File: config.mk
export PLATFORM = sky130hd
export DESIGN_NAME = nn_layer_sequencer
export DESIGN_NICKNAME = d
export VERILOG_FILES = /design/src/rtl/nn_layer_sequencer.sv
export SDC_FILE = /design/constraint.sdc
export NUM_CORES = 1
export LEC_CHECK = 0
export BUFFER_PORTS_ARGS = -buffer_cell sky130_fd_sc_hd__buf_2
export CORE_MARGIN = 1
export CORE_UTILIZATION = 35
export DETAILED_ROUTE_END_ITERATION = 6
export SLEW_MARGIN = 5
export SYNTH_ARGS = -nofsm -noshare
export SYNTH_HDL_FRONTEND = slang
export SYNTH_SLANG_ARGS = --single-unit
File: constraint.sdc
create_clock -name clk -period 4.9 [get_ports clk]
set_input_delay 0.98 -clock clk [delete_from_list [all_inputs] [get_ports clk]]
set_output_delay 0.98 -clock clk [all_outputs]
set_load 0.005 [all_outputs]
File: src/rtl/nn_layer_sequencer.sv
// Layer sequencer for a systolic activation array: steps each layer through
// clear, operand feed, pipeline drain and result capture, for 1..7 layers.
module nn_layer_sequencer #(
    parameter int unsigned NODES = 16,
    parameter int unsigned DRAIN = NODES - 1
) (
    input  logic       clk,
    input  logic       reset,
    input  logic       start,
    input  logic [4:0] n_in0,
    input  logic [4:0] n_hid,
    input  logic [2:0] n_layers,
    input  logic [3:0] shift_cfg,
    output logic       arr_rst,
    output logic       x_valid,
    output logic       x_src,
    output logic [3:0] x_idx,
    output logic [2:0] layer_idx,
    output logic       output_layer,
    output logic [3:0] shift,
    output logic       capture,
    output logic       busy,
    output logic       done,
    output logic       err
);

    localparam int unsigned CW = 5;
    localparam int unsigned LW = 3;
    localparam int unsigned MAX_IN = 16;
    localparam logic [CW-1:0] DRAIN_LAST = (DRAIN == 0) ? CW'(0) : CW'(DRAIN - 1);

    typedef enum logic [2:0] {
        S_IDLE,
        S_CLEAR,
        S_FEED,
        S_DRAIN,
        S_CAPTURE
    } state_t;

    state_t        state;
    logic [CW-1:0] cnt;
    logic [CW-1:0] cfg_n_in0;
    logic [CW-1:0] cfg_n_hid;
    logic [LW-1:0] cfg_layers;

    logic          cfg_legal;
    logic [CW-1:0] feed_len;
    logic          last_layer;
    logic          next_is_last;

    // Configuration check and per-layer derived values
    always_comb begin
        cfg_legal    = (n_in0 != '0) && (n_in0 <= CW'(MAX_IN)) &&
                       (n_hid != '0) && (n_hid <= CW'(MAX_IN)) &&
                       (n_layers != '0);
        feed_len     = (layer_idx == '0) ? cfg_n_in0 : cfg_n_hid;
        last_layer   = (layer_idx == cfg_layers - LW'(1));
        next_is_last = (LW'(layer_idx + LW'(1)) == cfg_layers - LW'(1));
    end

    // Sequencer FSM; every output is a register updated alongside the state
    always_ff @(posedge clk or posedge reset) begin
        if (reset) begin
            state        <= S_IDLE;
            cnt          <= '0;
            cfg_n_in0    <= '0;
            cfg_n_hid    <= '0;
            cfg_layers   <= '0;
            arr_rst      <= 1'b1;
            x_valid      <= 1'b0;
            x_src        <= 1'b0;
            x_idx        <= '0;
            layer_idx    <= '0;
            output_layer <= 1'b0;
            shift        <= '0;
            capture      <= 1'b0;
            busy         <= 1'b0;
            done         <= 1'b0;
            err          <= 1'b0;
        end else begin
            arr_rst <= 1'b0;
            x_valid <= 1'b0;
            x_idx   <= '0;
            capture <= 1'b0;
            done    <= 1'b0;
            err     <= 1'b0;

            case (state)
                S_IDLE: begin
                    if (start) begin
                        if (cfg_legal) begin
                            cfg_n_in0    <= n_in0;
                            cfg_n_hid    <= n_hid;
                            cfg_layers   <= n_layers;
                            shift        <= shift_cfg;
                            layer_idx    <= '0;
                            output_layer <= (n_layers == LW'(1));
                            x_src        <= 1'b0;
                            arr_rst      <= 1'b1;
                            busy         <= 1'b1;
                            cnt          <= '0;
                            state        <= S_CLEAR;
                        end else begin
                            err <= 1'b1;
                        end
                    end
                end

                S_CLEAR: begin
                    cnt     <= '0;
                    x_valid <= 1'b1;
                    x_idx   <= '0;
                    x_src   <= (layer_idx != '0);
                    state   <= S_FEED;
                end

                S_FEED: begin
                    if (cnt == feed_len - CW'(1)) begin
                        cnt <= '0;
                        if (DRAIN == 0) begin
                            capture <= 1'b1;
                            done    <= last_layer;
                            state   <= S_CAPTURE;
                        end else begin
                            state <= S_DRAIN;
                        end
                    end else begin
                        cnt     <= cnt + CW'(1);
                        x_valid <= 1'b1;
                        x_idx   <= 4'(cnt + CW'(1));
                    end
                end

                S_DRAIN: begin
                    if (cnt == DRAIN_LAST) begin
                        cnt     <= '0;
                        capture <= 1'b1;
                        done    <= last_layer;
                        state   <= S_CAPTURE;
                    end else begin
                        cnt <= cnt + CW'(1);
                    end
                end

                S_CAPTURE: begin
                    if (!last_layer) begin
                        layer_idx    <= layer_idx + LW'(1);
                        output_layer <= next_is_last;
                        arr_rst      <= 1'b1;
                        state        <= S_CLEAR;
                    end else begin
                        output_layer <= 1'b0;
                        x_src        <= 1'b0;
                        busy         <= 1'b0;
                        state        <= S_IDLE;
                    end
                end

                default: begin
                    busy  <= 1'b0;
                    state <= S_IDLE;
                end
            endcase
        end
    end

endmodule

# Word level (Yosys, flattened, before mapping)
# Cells that the tools add are included.
[op_classes] n_eq_ne=15 n_mux=42 addsub=4 magnitude_cmp=2 reduce_logical=21 bitwise_logic=1
[op_table] operator="2-to-1 mux 5 bit" count=5
[op_table] operator="2-to-1 mux 3 bit" count=7
[op_table] operator="2-to-1 mux 1 bit" count=20
[op_table] operator="one-hot mux 5 bit (4 select lines)" count=1
[op_table] operator="AND reduction 4 bit" count=4
[op_table] operator="one-hot mux 3 bit (5 select lines)" count=1
[op_table] operator="!= test 2 bit, second input constant" count=6
[op_table] operator="less-or-equal comparator 5 bit, second input constant" count=2
[op_table] operator="nonzero test 5 bit" count=2
[op_table] operator="AND reduction 3 bit" count=3
[op_table] operator="nonzero test 3 bit" count=3
[op_table] operator="2-to-1 mux 4 bit" count=2
[op_table] operator="equality test 3 x 1 -> 1 bit, second input constant" count=2
[op_table] operator="equality test 3 x 2 -> 1 bit, second input constant" count=2
[op_table] operator="equality test 3 bit" count=2
[op_table] operator="zero test 3 bit" count=2
[op_table] operator="one-hot mux 1 bit (2 select lines)" count=3
[op_table] operator="one-hot mux 1 bit (3 select lines)" count=2
[op_table] operator="one-hot mux 3 bit (2 select lines)" count=1
[op_table] operator="adder 5 x 1 -> 5 bit, second input constant" count=1
[op_table] operator="equality test 5 x 4 -> 1 bit, second input constant" count=1
[op_table] operator="equality test 5 bit" count=1
[op_table] operator="subtractor 5 x 1 -> 5 bit, second input constant" count=1
[op_table] operator="logical AND 1 bit" count=4
[op_table] operator="7 further kinds" count=7
[word_totals] register_bits=40 wordCells=101 inputBits=20 output_inout_bits=19

# Longest topological paths before layout
[depth] ltp_word=8 ltp_mapped=11 ltp_nobuf=10

# Least setup slack after synthesis
# No wires, ideal clock.
[synth_timing] path_type="input port to flip-flop" from="in n_hid[1]" to="reg layer_idx[2]" n_path_buf=0 required_ns=4.781 cell_stages=8 arrival_time_ns=2.833 setup_ns=0.119 setup_slack_ns=1.948 path_cell_list="nor4_1 > xor2_1 > nor3_1 > nand2_1 > a21boi_0 > a21boi_0 > o21ai_0 > a21o_2"
[synth_via] elab_chain_len=6 word_cells_on_any_way=7 classes_between="order compare (1); eq/ne (1); reduce/logical (5)"
[synth_lines] element="from (decl)" line="11" rtl="input logic [4:0] n_hid,"
[synth_lines] element="branches (longest 2 deep; another with less-or-equal comparator 5 bit)"
[synth_lines] element="logical AND 1 bit * (2 in series)" line="54" rtl="(n_hid != '0) && (n_hid <= CW'(MAX_IN)) &&"
[synth_lines] element="!= test 2 bit (no source line) *"
[synth_lines] element="AND reduction 4 bit (no source line) *"
[synth_lines] element="to (signal assigned)" line="147" rtl="layer_idx <= layer_idx + LW'(1);"
[synth_lines] element="to (decl)" line="18" rtl="output logic [2:0] layer_idx,"
# Every way passes the cells marked *.
# A chain may end at the register's enable or synchronous reset.

# Worst setup path after layout
# Same ends and word-level chain as after synthesis.

==> results.md <==
- Via count: 1476
- Crit path kind: input pin to flip-flop
- Number of H-tree levels: 2
- Worst-Margin Slew: 0.886 ns
- Initial DRC count: 50
- DRC violations left: 0
- Tmin final: 3.24 ns
- Max transition margin: 40.8%
- P&R area growth vs syn: 15.8%
- Final WL: 3950 um
- Root buffer cell: clkbuf_8
- Final Non-Filler Cells: 304
- Status: finished, final reports clean
- Ports: 39
- Clock Skew: 0.00416 ns
- Combinational share of power: 45.1%
- Final net count: 257
- RD Place Congestion: 0.805
- Antenna Violating Nets Remaining: 0
- Worst Path Required: 5.08 ns
- Largest net degree at the start of global routing: 41
- Fillers: 576
- Net Sw Frac: 36.6%
- Vert. Die Dim: 79.3 um
- Layout cells sized above 1: 31.9%
- Initial core utilization: 37.1%
- Fin. max-slew vios: 0
- Drt first pass iters: 4
- Count of cell types in the netlist: 45
- RSZ-0062 raised after global routing: no
- Crit path largest cell delay: 0.48 ns
- Worst Path Arrival: 3.42 ns
- Fmax: 309 MHz
- Number of flops mapped to enable cells by yosys: 0
- CTS Buf Count: 5
- Clock power share: 14.9%
- Dpl cells: 297
- P_sw: 0.511 mW
- Ys Warns: 0
- Part of the cycle the worst path needs: 66.0%
- Delay-heaviest family, CP: compound AO/OA/AOI/OAI gates
- Post-placement cell area: 0.00234 sq mm
- CTS Sinks: 40
- Slowest CP cell: a21boi_0
- DR WL/cell: 13.0 um
- Max clock buf depth: 2
- Die Footprint: 0.00629 sq mm
- PortBufs: 38
- Post-Synth Adder-Cell Area: 2.99%
- Postcts setup bufs: 0
- GRT overflow: 0
- Int Pwr: 0.887 mW
- Crit path capture type: flip-flop
- Dpl hpwl: 2900 um
- Seq pwr share: 40.0%
- CTS Hold Bufs: 0
- Synth Net Count: 217
- Final setup violation count: 0
- Mux cell area share after synthesis: 13.1%
- Max-Cap Viols: 0
- Startpoint Class: input pin
- Fin area: 0.00242 sq mm
- CP bufs+invs: 1
- Mapped Cells: 192
- Setup WS pre-CTS: 1.32 ns
- Area of the mapped netlist: 0.00209 sq mm
- Crit path top cell by count: a21boi_0
- Worst hold-check path type: flip-flop to flip-flop
- Die W: 79.3 um
- Crit-path cells: buf_2 > nor4_1 > xor2_1 > nor3_1 > nand2_1 > a21boi_0 > a21boi_0 > o21ai_0 > a21o_2
- First-pass GRT wire length: 6590 um
- Cts repair resizes: 0
- Simple-gate share of the synthesized area: 17.7%
- Antenna violations before repair: 0
- CP Max Fanout: 5
- Worst skew pair latency: 0.29 ns
- Post-synth ARST share: 100%
- Primary FF master, synth: dfrtp_1
- CTS tree: built
- Tot GR Track Use: 13.6%
- Post-synthesis xor/xnor area fraction: 5.03%
- Min setup slack post-route: 1.66 ns
- LEAKAGE: 1.22 nW
- Hold_ws: 0.504 ns
- P per Cell Area: 578 mW/mm^2
- Fin. Hold Viols: 0
- Core Box Area: 0.00564 sq mm
- Largest family of logic cells by synthesized area: simple AND/OR/NAND/NOR gates
- Vias in the first global route: 1415
- Fin Setup TNS: 0 ns
- Standard-cell rows: 27
- Clock-pin slew on the worst setup and hold paths: 0.07 ns
- Via-per-instance ratio: 4.86
- Post-synthesis sequential area ratio: 47.9%
- Number of antenna diodes: 0
- IR drop worst, VDD: 0.226 mV
- Mean Syn Cell Area: 10.9 sq um
- Post-synthesis compound-gate area fraction: 10.2%
- FF+latch count, synth: 40
==> synth_stat cells, types with 2 or more instances <==
library cell  number  share of area (%)
mux2i_1            6                2.9
nor2_1            14                2.5
nand2b_1           6                1.8
and2_1             4                1.2
xor2_1             6                2.5
ha_1               5                3.0
xnor2_1            6                2.5
a22oi_1            2               0.72
inv_1              8                1.4
a31oi_1            3               0.90
nand2_1           12                2.2
a21o_1             3                1.1
a21boi_0           2               0.72
o21a_1             2               0.72
or2b_2             2               0.84
nand3_1            2               0.48
dfrtp_1           39                 47
or2_2              3               0.90
a21oi_1            9                2.2
nand3b_1           2               0.72
clkbuf_1           3               0.54
o21ai_0            6                1.4
nor3_1             7                1.7
mux2_2            17                9.2
nand4_1            2               0.60
nor4_1             2               0.60
==> cells by family (layout without fill, tap and decap cells) <==
family                   Yosys count  after routing
XOR/XNOR                          12             12
multiplexers                      24             24
AND/OR/NAND/NOR                   65             65
adder cells (fa/ha/maj)            5              5
buffers and inverters             14             54
flip-flops                        40             40
AO/OA/AOI/OAI                     32             32
==> power groups by stage <==
stage	clock network, mW	registers (mW)	logic, mW
finish	0.208	0.559	0.631
global route	0.229	0.579	0.708
CTS	0.217	0.561	0.642
detailed placement	0	0.566	0.640
global placement	0	0.563	0.623
floorplan	0	0.541	0.514
==> worst min-delay path, cell delays in order, from the launching register on <==
cell	delay [ns]
dfrtp_1	0.34
o21ai_0	0.07
o21ai_0	0.06
==> state kept, by name (all words and copies together) (netlist names) <==
register,cells
done,1
state,3
cfg_layers,3
layer_idx,3
capture,1
cfg_n_in0,5
busy,1
x_idx,4
cfg_n_hid,5
shift,4
output_layer,1
arr_rst,1
x_src,1
err,1
cnt,5
x_valid,1
==> area by class of cell <==
class,instances,area [sq um],area share [%]
multi-input cells,138,1020,42.3
clock buffers,6,72.6,3.00
clock inverters,1,5.00,0.207
inverters,8,30.0,1.24
well taps,72,90.1,3.72
repair buffers,39,198,8.17
flip-flops and latches,40,1000,41.4
==> path summary, 6_finish.rpt <==
| kind | startpoint | endpoint | slack (ns) | depth (start not counted) |
|---|---|---|---|---|
| min in group asynchronous | reset | layer_idx[2] | 0.81 | 3 |
| hold / removal | x_src | x_src | 0.50 | 2 |
| setup / recovery | n_hid[1] | layer_idx[2] | 1.66 | 9 |
| max in group asynchronous | reset | arr_rst | 3.74 | 3 |
| hold reg to reg | x_src | x_src | 0.50 | 2 |
| setup reg to reg | layer_idx[0] | cnt[3] | 2.06 | 10 |
==> per-layer routing <==
metal | global-route usage (%) | routed length, um | share of wire, %
met1 | 18.2 | 1950 | 49
met2 | 21.1 | 1780 | 45
met3 | 2.99 | 167 | 4.2
met4 | 6.00 | 55 | 1.4
met5 | 0 | 0 | 0
==> layout by cell type, fill, tap and decap left out, types with 2 or more instances in the layout <==
cell       n
a21oi_1    9
a21boi_0   2
and2_1     4
nor4_1     2
mux2_2    17
dfrtp_1   39
nand2b_1   6
nand3_1    2
mux2i_1    6
a21o_1     3
ha_1       5
or2b_2     2
xnor2_1    6
inv_1      8
nand3b_1   2
xor2_1     6
a22oi_1    2
clkbuf_8   5
nor3_1     7
nand4_1    2
o21ai_0    6
buf_2     38
or2_2      3
a31oi_1    3
o21a_1     2
nand2_1   12
nor2_1    14
==> per-stage QoR <==
| step | util [%] | power (mW) |
|---|---|---|
| after floorplan | - | 1.05 |
| after global placement | 41.5 | 1.19 |
| after detailed placement | 41.5 | 1.21 |
| after CTS | 42.9 | 1.42 |
| after global routing | 42.9 | 1.52 |
| final | 42.9 | 1.40 |
No activity file was read; power rests on OpenSTA's default activity.
